==> src/rtl/rv_pkg.sv <==
// Shared RV32 decode definitions: opcodes, instruction formats, decode-stage FSM states
// and the fixed-width control payload of the ID/EX stage.
package rv_pkg;

    localparam int unsigned ILEN  = 32;
    localparam int unsigned REG_W = 5;
    localparam int unsigned NREGS = 32;

    localparam logic [6:0] OP_R      = 7'b0110011;
    localparam logic [6:0] OP_IMM    = 7'b0010011;
    localparam logic [6:0] OP_LOAD   = 7'b0000011;
    localparam logic [6:0] OP_STORE  = 7'b0100011;
    localparam logic [6:0] OP_BRANCH = 7'b1100011;
    localparam logic [6:0] OP_LUI    = 7'b0110111;
    localparam logic [6:0] OP_AUIPC  = 7'b0010111;
    localparam logic [6:0] OP_JAL    = 7'b1101111;
    localparam logic [6:0] OP_JALR   = 7'b1100111;

    typedef enum logic [2:0] {
        FMT_R,
        FMT_I,
        FMT_S,
        FMT_B,
        FMT_U,
        FMT_J,
        FMT_ILL
    } fmt_e;

    typedef enum logic [1:0] {
        ST_EMPTY,
        ST_FULL,
        ST_HAZARD
    } state_e;

    typedef struct packed {
        logic [6:0]       opcode;
        logic [REG_W-1:0] rd;
        logic [REG_W-1:0] rs1;
        logic [REG_W-1:0] rs2;
        logic [2:0]       funct3;
        logic [6:0]       funct7;
        logic             illegal;
    } ex_ctrl_t;

    // JALR and loads share the I-type immediate layout with the ALU-immediate group
    function automatic fmt_e decode_fmt(input logic [6:0] op);
        fmt_e f;
        f = FMT_ILL;
        case (op)
            OP_R:                      f = FMT_R;
            OP_IMM, OP_LOAD, OP_JALR:  f = FMT_I;
            OP_STORE:                  f = FMT_S;
            OP_BRANCH:                 f = FMT_B;
            OP_LUI, OP_AUIPC:          f = FMT_U;
            OP_JAL:                    f = FMT_J;
            default:                   f = FMT_ILL;
        endcase
        return f;
    endfunction

    function automatic logic reads_rs1(input fmt_e f);
        return (f == FMT_R) || (f == FMT_I) || (f == FMT_S) || (f == FMT_B);
    endfunction

    function automatic logic reads_rs2(input fmt_e f);
        return (f == FMT_R) || (f == FMT_S) || (f == FMT_B);
    endfunction

endpackage

==> src/rtl/imm_gen.sv <==
// Combinational immediate generator: picks the format-specific immediate field of an
// instruction and sign-extends it to XLEN; R-type and illegal opcodes yield zero.
module imm_gen
    import rv_pkg::*;
#(
    parameter int unsigned XLEN = 32
) (
    input  logic [ILEN-1:0] instr_i,
    output logic [XLEN-1:0] imm_o
);

    always_comb begin
        imm_o = '0;
        case (decode_fmt(instr_i[6:0]))
            FMT_I:   imm_o = XLEN'($signed(instr_i[31:20]));
            FMT_S:   imm_o = XLEN'($signed({instr_i[31:25], instr_i[11:7]}));
            FMT_B:   imm_o = XLEN'($signed({instr_i[31], instr_i[7], instr_i[30:25],
                                            instr_i[11:8], 1'b0}));
            FMT_U:   imm_o = XLEN'($signed({instr_i[31:12], 12'b0}));
            FMT_J:   imm_o = XLEN'($signed({instr_i[31], instr_i[19:12], instr_i[20],
                                            instr_i[30:21], 1'b0}));
            default: imm_o = '0;
        endcase
    end

endmodule

==> src/rtl/decode_issue_ctrl.sv <==
// Decode-stage controller: one-entry ID slot, load-use scoreboard with hazard stall,
// and a registered ID/EX stage behind a valid/ready handshake, squashed by flush.
module decode_issue_ctrl
    import rv_pkg::*;
#(
    parameter int unsigned XLEN  = 32,
    parameter int unsigned CNT_W = 16
) (
    input  logic             clk,
    input  logic             rst_n,
    input  logic             if_valid,
    output logic             if_ready,
    input  logic [ILEN-1:0]  if_instr,
    input  logic [XLEN-1:0]  if_pc,
    input  logic             flush,
    output logic             ex_valid,
    input  logic             ex_ready,
    output logic [6:0]       ex_opcode,
    output logic [REG_W-1:0] ex_rd,
    output logic [REG_W-1:0] ex_rs1,
    output logic [REG_W-1:0] ex_rs2,
    output logic [2:0]       ex_funct3,
    output logic [6:0]       ex_funct7,
    output logic [XLEN-1:0]  ex_imm,
    output logic [XLEN-1:0]  ex_pc,
    output logic             ex_illegal,
    input  logic             wb_valid,
    input  logic [REG_W-1:0] wb_rd,
    output logic [CNT_W-1:0] stall_cnt
);

    state_e            state_q, state_d;
    logic              slot_valid_q, slot_valid_d;
    logic [ILEN-1:0]   slot_instr_q, slot_instr_d;
    logic [XLEN-1:0]   slot_pc_q, slot_pc_d;
    logic [NREGS-1:0]  busy_q, busy_d;
    logic [CNT_W-1:0]  stall_q, stall_d;
    logic              ex_valid_q, ex_valid_d;
    ex_ctrl_t          ex_ctrl_q, ex_ctrl_d;
    logic [XLEN-1:0]   ex_imm_q, ex_imm_d;
    logic [XLEN-1:0]   ex_pc_q, ex_pc_d;

    logic [6:0]        id_op;
    logic [REG_W-1:0]  id_rd, id_rs1, id_rs2;
    fmt_e              id_fmt;
    logic [XLEN-1:0]   id_imm;
    logic              rs1_busy_c, rs2_busy_c, hazard_c, issue_c, accept_c;

    assign id_op  = slot_instr_q[6:0];
    assign id_rd  = slot_instr_q[11:7];
    assign id_rs1 = slot_instr_q[19:15];
    assign id_rs2 = slot_instr_q[24:20];
    assign id_fmt = decode_fmt(id_op);

    imm_gen #(.XLEN(XLEN)) u_imm_gen (
        .instr_i (slot_instr_q),
        .imm_o   (id_imm)
    );

    // Hazard looks at registered busy bits only; x0 is never marked busy
    assign rs1_busy_c = reads_rs1(id_fmt) && (id_rs1 != '0) && busy_q[id_rs1];
    assign rs2_busy_c = reads_rs2(id_fmt) && (id_rs2 != '0) && busy_q[id_rs2];
    assign hazard_c   = slot_valid_q && (rs1_busy_c || rs2_busy_c);
    assign issue_c    = slot_valid_q && !hazard_c && (!ex_valid_q || ex_ready) && !flush;
    assign if_ready   = !flush && (!slot_valid_q || issue_c);
    assign accept_c   = if_valid && if_ready;

    always_comb begin
        slot_valid_d = slot_valid_q;
        slot_instr_d = slot_instr_q;
        slot_pc_d    = slot_pc_q;
        ex_valid_d   = ex_valid_q;
        ex_ctrl_d    = ex_ctrl_q;
        ex_imm_d     = ex_imm_q;
        ex_pc_d      = ex_pc_q;
        busy_d       = busy_q;
        stall_d      = stall_q;

        if (flush) begin
            slot_valid_d = 1'b0;
        end else if (accept_c) begin
            slot_valid_d = 1'b1;
            slot_instr_d = if_instr;
            slot_pc_d    = if_pc;
        end else if (issue_c) begin
            slot_valid_d = 1'b0;
        end

        if (flush) begin
            ex_valid_d = 1'b0;
        end else if (issue_c) begin
            ex_valid_d        = 1'b1;
            ex_ctrl_d.opcode  = id_op;
            ex_ctrl_d.rd      = id_rd;
            ex_ctrl_d.rs1     = id_rs1;
            ex_ctrl_d.rs2     = id_rs2;
            ex_ctrl_d.funct3  = slot_instr_q[14:12];
            ex_ctrl_d.funct7  = slot_instr_q[31:25];
            ex_ctrl_d.illegal = (id_fmt == FMT_ILL);
            ex_imm_d          = id_imm;
            ex_pc_d           = slot_pc_q;
        end else if (ex_ready) begin
            ex_valid_d = 1'b0;
        end

        // Writeback clear first so a same-cycle load issue to that register wins
        if (wb_valid) begin
            busy_d[wb_rd] = 1'b0;
        end
        if (issue_c && (id_op == OP_LOAD) && (id_rd != '0)) begin
            busy_d[id_rd] = 1'b1;
        end
        busy_d[0] = 1'b0;

        if (hazard_c && !flush && (stall_q != '1)) begin
            stall_d = stall_q + CNT_W'(1);
        end
    end

    // Slot occupancy FSM; tracks whether the held instruction is waiting on the scoreboard
    always_comb begin
        state_d = state_q;
        if (flush) begin
            state_d = ST_EMPTY;
        end else begin
            case (state_q)
                ST_EMPTY: begin
                    if (accept_c) state_d = ST_FULL;
                end
                ST_FULL, ST_HAZARD: begin
                    if (hazard_c)                   state_d = ST_HAZARD;
                    else if (issue_c && !accept_c)  state_d = ST_EMPTY;
                    else                            state_d = ST_FULL;
                end
                default: state_d = ST_EMPTY;
            endcase
        end
    end

    always_ff @(posedge clk) begin
        if (!rst_n) begin
            state_q <= ST_EMPTY;
        end else begin
            state_q <= state_d;
        end
    end

    always_ff @(posedge clk) begin
        if (!rst_n) begin
            slot_valid_q <= 1'b0;
            slot_instr_q <= '0;
            slot_pc_q    <= '0;
            ex_valid_q   <= 1'b0;
            ex_ctrl_q    <= '0;
            ex_imm_q     <= '0;
            ex_pc_q      <= '0;
            busy_q       <= '0;
            stall_q      <= '0;
        end else begin
            slot_valid_q <= slot_valid_d;
            slot_instr_q <= slot_instr_d;
            slot_pc_q    <= slot_pc_d;
            ex_valid_q   <= ex_valid_d;
            ex_ctrl_q    <= ex_ctrl_d;
            ex_imm_q     <= ex_imm_d;
            ex_pc_q      <= ex_pc_d;
            busy_q       <= busy_d;
            stall_q      <= stall_d;
        end
    end

    assign ex_valid   = ex_valid_q;
    assign ex_opcode  = ex_ctrl_q.opcode;
    assign ex_rd      = ex_ctrl_q.rd;
    assign ex_rs1     = ex_ctrl_q.rs1;
    assign ex_rs2     = ex_ctrl_q.rs2;
    assign ex_funct3  = ex_ctrl_q.funct3;
    assign ex_funct7  = ex_ctrl_q.funct7;
    assign ex_illegal = ex_ctrl_q.illegal;
    assign ex_imm     = ex_imm_q;
    assign ex_pc      = ex_pc_q;
    assign stall_cnt  = stall_q;

endmodule

==> config.mk <==
export PLATFORM = sky130hd
export DESIGN_NAME = decode_issue_ctrl
export DESIGN_NICKNAME = d
export VERILOG_FILES = /design/src/rtl/rv_pkg.sv /design/src/rtl/imm_gen.sv /design/src/rtl/decode_issue_ctrl.sv
export SDC_FILE = /design/constraint.sdc
export NUM_CORES = 1
export LEC_CHECK = 0
export CORE_MARGIN = 1.5
export CORE_UTILIZATION = 40
export DETAILED_ROUTE_END_ITERATION = 16
export GPL_TIMING_DRIVEN = 0
export SYNTH_ARGS = -nofsm -noshare
export SYNTH_HDL_FRONTEND = slang
export SYNTH_SLANG_ARGS = --single-unit
export TNS_END_PERCENT = 5
==> constraint.sdc <==
create_clock -name clk -period 3.3 [get_ports clk]
set_input_delay 0.33 -clock clk [delete_from_list [all_inputs] [get_ports clk]]
set_output_delay 0.33 -clock clk [all_outputs]
set_load 0.01 [all_outputs]
# Word-level counts from Yosys, hierarchy flattened
# Index checks and enable logic that the tools add are counted.
[classes]
bitwise = 5
magnitude_cmp = 6
n_mux = 16
addsub = 1
n_eq_ne = 16
reduce_logical = 39
[ops]
columns = ["cell", "n"]
rows = [
  ["32-bit case mux with 5 select lines", 1],
  ["32-bit 2-to-1 mux", 2],
  ["32-bit bitwise AND", 1],
  ["32-bit NOT", 1],
  ["32-bit bitwise OR", 1],
  ["5-bit by 6-bit less-than comparator with 1-bit output, second input constant", 4],
  ["7-bit by 6-bit == test with 1-bit output, second input constant", 3],
  ["7-bit == test, second input constant", 3],
  ["3-bit case mux with 6 select lines", 1],
  ["16-bit by 1-bit adder with 16-bit output, second input constant", 1],
  ["1-bit logical AND", 16],
  ["16-bit != test, second input constant", 1],
  ["5-bit nonzero test", 3],
  ["7-bit by 5-bit == test with 1-bit output, second input constant", 2],
  ["1-bit binary-select mux with 5-bit select", 2],
  ["1-bit demux with 5-bit select", 2],
  ["5-bit by 1-bit greater-or-equal comparator with 1-bit output, second input constant", 2],
  ["3-bit == test, second input constant", 3],
  ["1-bit logical OR", 8],
  ["1-bit 2-to-1 mux", 8],
  ["7-bit by 2-bit == test with 1-bit output, second input constant", 1],
  ["3-bit by 2-bit == test with 1-bit output, second input constant", 2],
  ["1-bit zero test", 4],
  ["2-bit AND reduction", 2],
  ["6 further kinds", 9],
]
[word_totals]
ff_bits = 211
output_inout_bits = 115
in_bits = 75
elab_cells = 99

# Logic depth before layout (Yosys ltp)
# Gate-level depths: netlist of run 1.
[depth]
ltp_word = 19
mapped_depth = 13
mapped_depth_nobuf = 11

# By module
# Synthesis of run 1 repeated with hierarchy kept, for this count alone.
[unflattened]
cells_unflattened = 1071
hier_area_um2 = 9887.0
[modules_own_cells]
columns = ["mod", "seq_area_each_um2", "cells_each", "n_inst", "area_per_inst_um2"]
rows = [
  ["decode_issue_ctrl", 4204.0, 962, 1, 9110.0],
  ["imm_gen", 0.0, 109, 1, 777.0],
]

# Least setup slack after synthesis of run 1
# Ideal clock, no wire load.
[synth_timing]
path_kind = "register -> register"
from = "register slot_instr_q[16]"
to = "register ex_imm_q[0], in the netlist ex_imm[0]"
t_required_ns = 3.177
period_less_slack_ns = 2.774
t_arrival_ns = 2.651
path_buffers = 4
stages_incl_launch_ff = 13
setup_slack_ns = 0.526
path_cell_list = "dfxtp_1 > buf_4 > nand2_1 > mux4_2 > mux2i_1 > nor2_1 > or4_1 > buf_4 > a21boi_4 > nand2b_1 > buf_6 > buf_8 > mux2_1"
[synth_between]
elab_chain_cells = 10
elab_cells_between_ends = 12
classes_between = "mux: 2; reduce/logical: 10"
[synth_lines]
columns = ["item", "line_no", "source"]
rows = [
  ["from (decl)", "decode_issue_ctrl.sv:34", "logic [ILEN-1:0] slot_instr_q, slot_instr_d;"],
  ["from (signal assigned)", "decode_issue_ctrl.sv:161", "slot_instr_q <= slot_instr_d;"],
  ["1-bit binary-select mux with 5-bit select or 5-bit nonzero test (tied branches)", "decode_issue_ctrl.sv:61", "assign rs1_busy_c = reads_rs1(id_fmt) && (id_rs1 != '0) && busy_q[id_rs1];"],
  ["1-bit 2-to-1 mux (implied by the code) or 1-bit logical AND (tied branches)", "decode_issue_ctrl.sv:61", ""],
  ["1-bit logical AND *", "decode_issue_ctrl.sv:61", ""],
  ["1-bit logical OR *", "decode_issue_ctrl.sv:63", "assign hazard_c = slot_valid_q && (rs1_busy_c || rs2_busy_c);"],
  ["1-bit logical AND *", "decode_issue_ctrl.sv:63", ""],
  ["1-bit zero test *", "decode_issue_ctrl.sv:64", "assign issue_c = slot_valid_q && !hazard_c && (!ex_valid_q || ex_ready) && !flush;"],
  ["1-bit logical AND * (3 in series)", "decode_issue_ctrl.sv:64", ""],
  ["2-bit AND reduction (no source line) *", "-", ""],
  ["to (signal assigned)", "decode_issue_ctrl.sv:165", "ex_imm_q <= ex_imm_d;"],
  ["to (decl)", "decode_issue_ctrl.sv:40", "logic [XLEN-1:0] ex_imm_q, ex_imm_d;"],
]
# Every way passes the cells marked *; elsewhere a longest branch is shown, timed or not. The select of a mux whose other input is x is not followed.
# A chain may end at the register's enable or synchronous reset.

# Final worst setup path of run 1
[layout_timing]
from = "register slot_instr_q[3]"
to = "output port if_ready"
[layout_between]
elab_chain_cells = 17
elab_cells_between_ends = 33
classes_between = "eq/ne: 12; mux: 1; reduce/logical: 20"
[layout_lines]
columns = ["item", "line_no", "source"]
rows = [
  ["7-bit by 2-bit == test with 1-bit output, or another cell as far along", "rv_pkg.sv:49", "case (op)"],
  ["3-bit OR reduction or 2-bit OR reduction (tied branches)", "rv_pkg.sv:49", ""],
  ["3-bit case mux with 6 select lines *", "rv_pkg.sv:49", ""],
  ["3-bit by 1-bit == test with 1-bit output or 3-bit zero test (tied branches)", "rv_pkg.sv:62, rv_pkg.sv:66", ""],
  ["1-bit logical OR (3 in series)", "rv_pkg.sv:62", "return (f == FMT_R) || (f == FMT_I) || (f == FMT_S) || (f == FMT_B);"],
  ["1-bit logical AND (2 in series)", "decode_issue_ctrl.sv:61", ""],
  ["1-bit logical OR *", "decode_issue_ctrl.sv:63", ""],
  ["1-bit logical AND *", "decode_issue_ctrl.sv:63", ""],
  ["1-bit zero test *", "decode_issue_ctrl.sv:64", ""],
  ["1-bit logical AND * (3 in series)", "decode_issue_ctrl.sv:64", ""],
  ["1-bit logical OR *", "decode_issue_ctrl.sv:65", "assign if_ready = !flush && (!slot_valid_q || issue_c);"],
  ["1-bit logical AND *", "decode_issue_ctrl.sv:65", ""],
  ["to (decl)", "decode_issue_ctrl.sv:12", "output logic if_ready,"],
]
# Every way passes the cells marked *; elsewhere a longest branch is shown, timed or not.

==> run_results.csv, run 1 <==
group,metric,value,unit
timing,tns,0,ps
drt,drc,0,
clocking,cts-root-buf,"clkbuf_16",
clocking,clock_latency,520,ps
pwr,p_leak,0.00482,uW
synthesis,synthesis.nets,1121,
synthesis,synth_top_area_frac,0.444,
finish,nets,1339,
clocking,clk_path_buf_depth,3,
drt,firstDrtPassIters,5,
synthesis,synth_flop_cell,"dfxtp_1",
timing,worst_slew_pin_slew,1190,ps
timing,rsz0062_at_grt,"no",
drt,first_iter_violations,490,
place,port_buffers,188,
pwr,powerDensity,437,nW/um^2
die,die-area,24600,sq um
clocking,cts_tree,"yes",
timing,slew_headroom,0.195,
synthesis,ys_types,57,
timing,finalCriticalPeriod,3140,ps
die,start_util,0.406,
finish,syn2layout_area_growth,32.5,%
pwr,irDropWorstVdd,343,uV
drt,wl,28700,um
die,io_pins,190,
global_route,grt_pass1_vias,8157,
finish,drive_above_1_share,0.0815,
worst_setup_path,critPathRequiredTime,2970,ps
die,num_rows,56,
clocking,htree_levels,1,
synthesis,avgSynthCellArea,9.07,sq um
finish,final_util,0.538,
synthesis,synthArstFlopShare,0,
clocking,path_clk_slew,60,ps
global_route,antenna_found_initial,1,
die,die_w,157,um
worst_setup_path,startpoint_type,"flop",
timing,hold_viol_final,0,
synthesis,syn_area,9470,sq um
synthesis,seq_area_frac_synth,0.444,
worst_hold_path,min_path_type,"in2reg",
die,die_h,157,um
drt,wire_per_inst,18.0,um
timing,drv_slew,0,
global_route,grt_pass1_wl,44500,um
drt,routed_via_density,5.23,
die,core,23300,sq um
drt,ant_nets,0,
synthesis,synth_enable_flop_cells,0,
worst_setup_path,worstSetupPathType,"reg2out",
worst_setup_path,end_kind,"output pin",
global_route,grt_max_degree,14,
global_route,gr-total-overflow,0,
drt,vias,8334,
clocking,ctsHoldBuffers,0,
clocking,cts_sinks,210,
synthesis,synth_seq_cells,210,
timing,setup_viol,0,
synthesis,synth_area_leaders,"dfxtp_1, mux2i_1, nand2_1, o211ai_1, o31ai_1",
place,hpwlAfterDp,20800,um
global_route,grt_use_total,0.231,
worst_setup_path,critPathMaxFanout,6,
synthesis,synth_warnings,0,
synthesis,syn_inst,1044,
worst_setup_path,cp_data_arrival_time,2810,ps
timing,skew,13.8,ps
timing,min_period_over_period,0.952,
run_status,status,"completed",
place,gp_congestion,0.860,
job,max-cap-violations,0,
clocking,numCtsBuffers,23,
synthesis,synth.largest_area_cell,"dfxtp_1",
timing,fmax,0.318,GHz
finish,antenna_cells,0,
flip-flops by register name, indices dropped and copies added (netlist names), 3 cells and up:
signal / count
ex_imm: 32
ex_pc: 32
slot_instr_q: 32
slot_pc_q: 32
busy_q: 31
stall_cnt: 16
ex_funct7: 7
ex_opcode: 7
ex_rd: 5
ex_rs1: 5
ex_rs2: 5
ex_funct3: 3
timing repair:
item	CTS	global route
resized for setup	18	9
setup buffers	3	4
pin swaps	3	2
setup endpoints to repair	192	49
layer usage:
| layer | wire [um] | track usage |
|---|---|---|
| met2 | 13000 | 0.375 |
| met1 | 13200 | 0.310 |
| met3 | 1820 | 0.0454 |
| met5 | 13 | 0 |
| met4 | 694 | 0.0680 |
through the flow:
stage	std cells	worst slack, ps	hold slack [ps]	total power, uW	instance area, sq um
5_1_grt	1595	24.4	263	5670	12600
2_1_floorplan	1044	526	442	2900	9470
3_5_place_dp	1551	-605	448	3110	11800
6_report	1595	157	212	5490	12600
4_1_cts	1592	48.6	191	5540	12500
3_3_place_gp	1551	-540	443	3110	11800
worst paths after layout:
path                                  from                             to  slack, ps  cells past startpoint
min reg2reg         ex_pc[16]$_SDFFE_PN0P_         ex_pc[16]$_SDFFE_PN0P_        460                      2
max reg2reg  slot_instr_q[21]$_SDFFE_PN0P_   slot_instr_q[3]$_SDFFE_PN0P_        250                     11
max           slot_instr_q[3]$_SDFFE_PN0P_                       if_ready        160                     10
min                                  rst_n  slot_instr_q[10]$_SDFFE_PN0P_        210                      3
power breakdown:
| part | leakage, uW | internal, uW | switching, uW |
|---|---|---|---|
| Sequential | 0.00170 | 2580 | 36.4 |
| Clock | 0.000342 | 1380 | 1050 |
| Combinational | 0.00277 | 201 | 246 |
| Total | 0.00482 | 4160 | 1330 |
Yosys cell counts, drive strengths merged (2+ instances only):
| cell type | instances |
|---|---|
| mux4 | 6 |
| a211oi | 6 |
| mux2i | 181 |
| o21a | 3 |
| a211o | 2 |
| a31o | 6 |
| a22oi | 7 |
| o31ai | 24 |
| nor3 | 3 |
| or3b | 2 |
| nand4 | 4 |
| nor2 | 29 |
| inv | 9 |
| a21oi | 20 |
| o21ai | 7 |
| ha | 2 |
| clkbuf | 45 |
| a21boi | 2 |
| nor2b | 11 |
| nand2b | 14 |
| xnor2 | 5 |
| o41ai | 7 |
| nand2 | 303 |
| nand3b | 11 |
| or3 | 3 |
| o211ai | 33 |
| and3 | 9 |
| a2111oi | 3 |
| and3b | 2 |
| or4 | 2 |
| o311ai | 3 |
| and2 | 6 |
| dfxtp | 210 |
| buf | 30 |
| a21bo | 2 |
| nor4 | 5 |
| nand4b | 2 |
| nand3 | 18 |
cells in the final DEF (no fill, tap or decap), types with 3 or more instances in the layout:
cell / instances
a211oi_1: 5
a21oi_1: 18
a22oi_1: 7
a31o_2: 6
and2_1: 6
and3_1: 9
buf_2: 9
buf_4: 17
buf_6: 3
clkbuf_1: 45
clkbuf_16: 23
clkdlybuf4s50_1: 187
clkinv_2: 7
dfxtp_1: 205
dfxtp_2: 4
inv_1: 9
mux2i_1: 181
mux4_2: 6
nand2_1: 303
nand2b_1: 14
nand3_1: 18
nand3b_1: 11
nand4_1: 4
nor2_1: 27
nor2b_1: 10
nor3_1: 3
nor4_1: 5
o211ai_1: 33
o21a_1: 3
o21ai_0: 5
o31ai_1: 24
o41ai_1: 7
or3_1: 3
xnor2_1: 5
worst max-delay path, cell delays in order, from the launching register on:
cell	delay, ps
dfxtp_1	370
nand3b_1	260
or3_1	390
ha_1	250
o21a_1	150
nor2_2	190
nand2_1	130
a21oi_4	130
a21oi_1	70
nor2b_1	140
clkdlybuf4s15_1	230
cell type report:
cell class	instances	area [sq um]
multi-input combinational	750	4870
clock inverter	11	88.8
inverter	9	33.8
tap	319	399
clock buffer	28	604
buffer	73	410
fill	2197	10800
timing repair buffer	195	1930
sequential	210	4210
cells by family (layout without fill, tap and decap cells):
group                    Yosys count  count (layout)  synth area share
AND/OR/NAND/NOR                  427             427             0.196
flip-flops                       210             210             0.444
multiplexers                     188             188             0.207
AO/OA/AOI/OAI                    127             127             0.100
buffers and inverters             84             316            0.0458
XOR/XNOR                           6               6           0.00555
adder cells (fa/ha/maj)            2               2           0.00264
Power figures use the tool's default switching activity.
==> run 2: changes to the inputs <==
Settings changed: SKIP_CTS_REPAIR_TIMING from default to 1.
==> run_results.csv, run 2 (same netlist as run 1, synthesis figures left out) <==
group,metric,value,unit
clocking,htree_levels,1,
pwr,powerDensity,438,nW/um^2
global_route,grt_pass1_vias,8154,
worst_setup_path,cp_cell_sequence,"buf_8 > nand2_1 > mux4_2 > mux2i_1 > nor2_1 > or4_4 > buf_6 > a21oi_2 > a21oi_1 > nor2b_1 > dlymetal6s2s_1",
drt,routed_via_density,5.19,
timing,rsz0062_at_grt,"yes",
job,max-cap-violations,0,
clocking,cts_sinks,210,
finish,syn2layout_area_growth,32.2,%
timing,worst_slew_pin_slew,1160,ps
worst_setup_path,r2r_start,"slot_instr_q[16]$_SDFFE_PN0P_",
worst_setup_path,cpPeakStageDelay,460,ps
pwr,p_leak,0.00481,uW
timing,hold_viol_final,0,
clocking,clock_latency,520,ps
worst_setup_path,r2r_cells,13,
worst_setup_path,startpoint_type,"flop",
die,io_pins,190,
worst_setup_path,slowest_stage,"mux4_2",
drt,wire_per_inst,17.9,um
clocking,clk_path_buf_depth,3,
drt,drc,0,
clocking,cts-root-buf,"clkbuf_16",
clocking,cts_tree,"yes",
place,dpl-instance-area,11800,sq um
worst_setup_path,cp-startpoint,"slot_instr_q[16]$_SDFFE_PN0P_",
place,gp_congestion,0.860,
finish,nets,1335,
run_status,status,"completed",
worst_setup_path,critPathRequiredTime,2970,ps
clocking,numCtsBuffers,23,
drt,firstDrtPassIters,6,
die,die_h,157,um
finish,fin_area,12500,sq um
drt,ant_nets,0,
worst_setup_path,endpoint,"if_ready",
worst_setup_path,worstSetupPathType,"reg2out",
clocking,path_clk_slew,60,ps
global_route,grt_pass1_wl,44500,um
die,core,23300,sq um
worst_setup_path,r2r_slack,250,ps
drt,vias,8254,
finish,antenna_cells,0,
drt,first_iter_violations,479,
timing,holdWs,215,ps
timing,setup_viol,0,
drt,wl,28500,um
worst_hold_path,min_path_type,"in2reg",
finish,drive_above_1_share,0.0763,
worst_setup_path,reg2reg_to,"ex_imm[5]$_SDFFE_PN0P_",
global_route,grt_use_total,0.231,
timing,min_period_over_period,0.973,
worst_setup_path,cp_data_arrival_time,2880,ps
timing,skew,16.4,ps
place,hpwlAfterDp,20800,um
worst_hold_path,hold_start,"rst_n",
finish,layout_commonest_cell,"nand2_1",
timing,slew_headroom,0.216,
die,num_rows,56,
global_route,grt_max_degree,14,
global_route,antenna_found_initial,1,
die,die_w,157,um
pwr,irDropWorstVdd,342,uV
timing,finalCriticalPeriod,3210,ps
worst_setup_path,end_kind,"output pin",
die,die-area,24600,sq um
finish,most-common-layout-cells,"nand2_1, dfxtp_1, clkdlybuf4s50_1",
timing,fmax,0.311,GHz
die,start_util,0.406,
timing,drv_slew,0,
worst_hold_path,holdPathStages,3,
place,port_buffers,188,
global_route,gr-total-overflow,0,
worst_setup_path,critPathMaxFanout,10,
-- run 2: through the flow --
| stage | utilization | worst slack (ps) | power, uW | TNS (ps) | instances |
|---|---|---|---|---|---|
| after global routing | 0.537 | -66.6 | 5670 | -66.6 | 1591 |
| after detailed placement | 0.504 | -605 | 3110 | -48080 | 1551 |
| after CTS | 0.534 | -979 | 5530 | -51900 | 1590 |
| final | 0.537 | 88.4 | 5490 | 0 | 1591 |
| after floorplan | - | 526 | 2900 | 0 | 1044 |
| after global placement | 0.504 | -540 | 3110 | -42870 | 1551 |
-- run 2: worst max-delay path: cells and delay by family, from the launching register on --
family / cells / cell delay [ps]
AND/OR/NAND/NOR: 4 / 690
flip-flops: 1 / 380
AO/OA/AOI/OAI: 2 / 220
buffers and inverters: 3 / 460
multiplexers: 2 / 610
-- run 2: worst min-delay path by stage --
stage / slack (ps) / endpoint
2_1_floorplan: 440 / ex_pc[31]$_SDFFE_PN0P_
6_report: 220 / slot_instr_q[10]$_SDFFE_PN0P_
4_1_cts: 190 / slot_instr_q[10]$_SDFFE_PN0P_
3_5_place_dp: 450 / ex_pc[23]$_SDFFE_PN0P_
5_1_grt: 260 / slot_instr_q[10]$_SDFFE_PN0P_
3_3_place_gp: 440 / ex_pc[13]$_SDFFE_PN0P_
-- run 2: routing by layer --
metal,global-route usage,wire (um),vias to the layer above
met5,0,13,-
met4,0.0662,665,2
met3,0.0452,1830,52
met2,0.375,12900,243
met1,0.310,13100,3898
li1,-,-,4059
-- run 2: layout make-up --
class                   count  area, sq um
multi-input cells         750         4860
clock buffers              28          604
clock inverters            11         88.8
inverters                   9         33.8
repair buffers            190         1900
well taps                 319          399
flip-flops and latches    210         4210
plain buffers              74          429
fillers                  2204        10800
-- run 2: where the power goes --
group          internal [uW]  switching, uW
Combinational            202            245
Sequential              2580           36.3
Clock                   1380           1050
Total                   4160           1330
==> run 3: changes to the inputs <==
Settings changed: PLACE_DENSITY from default to 0.61, SETUP_SLACK_MARGIN from default to 0.05.
==> run_results.csv, run 3 (same netlist as run 1, synthesis figures left out) <==
group,metric,value,unit
run_status,status,"completed",
timing,fmax,0.316,GHz
global_route,grt_use_total,0.228,
pwr,powerDensity,464,nW/um^2
place,dpl-instance-area,11800,sq um
timing,min_period_over_period,0.959,
clocking,cts-root-buf,"clkbuf_16",
timing,rsz0062_at_grt,"yes",
die,start_util,0.406,
worst_setup_path,slowest_stage,"a2111oi_1",
worst_setup_path,path_buf_inv,4,
pwr,p_comb_frac,0.076,
worst_setup_path,cp_cell_sequence,"buf_2 > buf_2 > a2111oi_1 > o22ai_1 > o21ai_4 > a21oi_4 > a2111oi_0 > buf_4 > buf_4 > mux2i_1",
die,num_rows,56,
die,core,23300,sq um
die,die_h,157,um
finish,antenna_cells,0,
drt,drc,0,
pwr,internal-power,4570,uW
clocking,cts_tree,"yes",
finish,syn2layout_area_growth,33.9,%
global_route,grt_max_degree,13,
drt,wire_per_inst,17.8,um
die,die-area,24600,sq um
global_route,gr-total-overflow,0,
worst_setup_path,path_delay_family,"compound AO/OA/AOI/OAI gates",
timing,holdWs,219,ps
clocking,clock_latency,510,ps
drt,vias,8339,
pwr,irDropWorstVdd,358,uV
global_route,antenna_found_initial,1,
finish,fin_area,12700,sq um
clocking,path_clk_slew,60,ps
timing,drv_slew,0,
die,die_w,157,um
global_route,grt_pass1_wl,44000,um
pwr,total_power,5890,uW
worst_setup_path,critPathRequiredTime,3730,ps
finish,nets,1339,
place,hpwlAfterDp,20600,um
drt,first_iter_violations,463,
global_route,grt_pass1_vias,8055,
worst_setup_path,cpPeakStageDelay,480,ps
drt,firstDrtPassIters,5,
finish,most-common-layout-cells,"nand2_1, dfxtp_1, clkdlybuf4s50_1",
drt,ant_nets,0,
timing,worst_slew_pin_slew,1100,ps
timing,setup_viol,0,
worst_setup_path,cp_data_arrival_time,3600,ps
clocking,numCtsBuffers,24,
worst_setup_path,critPathMaxFanout,10,
finish,drive_above_1_share,0.0797,
pwr,p_leak,0.00488,uW
clocking,clk_path_buf_depth,3,
worst_setup_path,worstSetupPathType,"reg2reg",
timing,slew_headroom,0.259,
clocking,htree_levels,1,
pwr,power.switching,1320,uW
timing,hold_viol_final,0,
clocking,cts_sinks,210,
job,max-cap-violations,0,
drt,wl,28400,um
pwr,clkPwrFrac,0.479,
pwr,pwr-share-seq,0.444,
place,port_buffers,188,
die,io_pins,190,
timing,finalCriticalPeriod,3160,ps
finish,layout_commonest_cell,"nand2_1",
worst_hold_path,min_path_type,"in2reg",
drt,routed_via_density,5.22,
worst_setup_path,end_kind,"flop",
pwr,swShare,0.225,
worst_setup_path,startpoint_type,"flop",
timing,skew,10.3,ps
place,gp_congestion,0.880,
[run 3: changes by cell type in the layout (fill, tap and decap cells not counted), sizes merged]
| cell | delta |
|---|---|
| bufinv | +3 |
| clkbuf | +8 |
| dlymetal6s2s | -1 |
| buf | +3 |
| clkinvlp | -2 |
| clkinv | -3 |
| inv | -1 |
[run 3: worst reg2reg max path: cells and delay by family (launching register included)]
family	cells	cell delay (ps)
buf+inv	4	1020
mux	1	230
compound gates	5	1550
flops	1	290
[run 3: path summary, 6_finish.rpt]
check	startpoint	endpoint	slack [ps]	depth (start not counted)
worst max-delay path	slot_instr_q[22]$_SDFFE_PN0P_	slot_pc_q[19]$_SDFFE_PN0P_	140	10
worst min-delay path	rst_n	slot_instr_q[10]$_SDFFE_PN0P_	220	3
worst max register to register	slot_instr_q[22]$_SDFFE_PN0P_	slot_pc_q[19]$_SDFFE_PN0P_	140	10
worst min register to register	ex_imm[6]$_SDFFE_PN0P_	ex_imm[6]$_SDFFE_PN0P_	460	2
[run 3: final cells by class]
class                   instances  area [sq um]
multi-input cells             750          4870
inverters                       9          33.8
plain buffers                  74           417
fillers                      2154         10600
clock buffers                  35           703
clock inverters                 8           140
well taps                     319           399
flip-flops and latches        210          4210
repair buffers                193          1910
[run 3: per-stage QoR]
stage	setup TNS (ps)	worst slack, ps	util	instances
6_report	0	136	0.544	1598
5_1_grt	0	9.19	0.544	1598
4_1_cts	-55690	-962	0.540	1594
3_5_place_dp	-51060	-626	0.504	1551
3_3_place_gp	-48730	-580	0.504	1551
2_1_floorplan	0	526	-	1044
[run 3: power by group through the flow]
stage | clock [uW] | combinational [uW] | sequential (uW)
after floorplan | 0 | 241 | 2660
after global placement | 0 | 436 | 2670
after detailed placement | 0 | 438 | 2670
after CTS | 2880 | 441 | 2620
after global routing | 2990 | 485 | 2620
final | 2820 | 449 | 2620
[run 3: layer usage]
layer / vias to the layer above / wire length [um] / part of all wire / global-route usage
met5: - / 15 / 0.00053 / 0
met4: 2 / 789 / 0.028 / 0.0771
met3: 57 / 1690 / 0.059 / 0.0419
met2: 256 / 13000 / 0.46 / 0.369
met1: 3950 / 13000 / 0.46 / 0.306
li1: 4074 / - / - / -
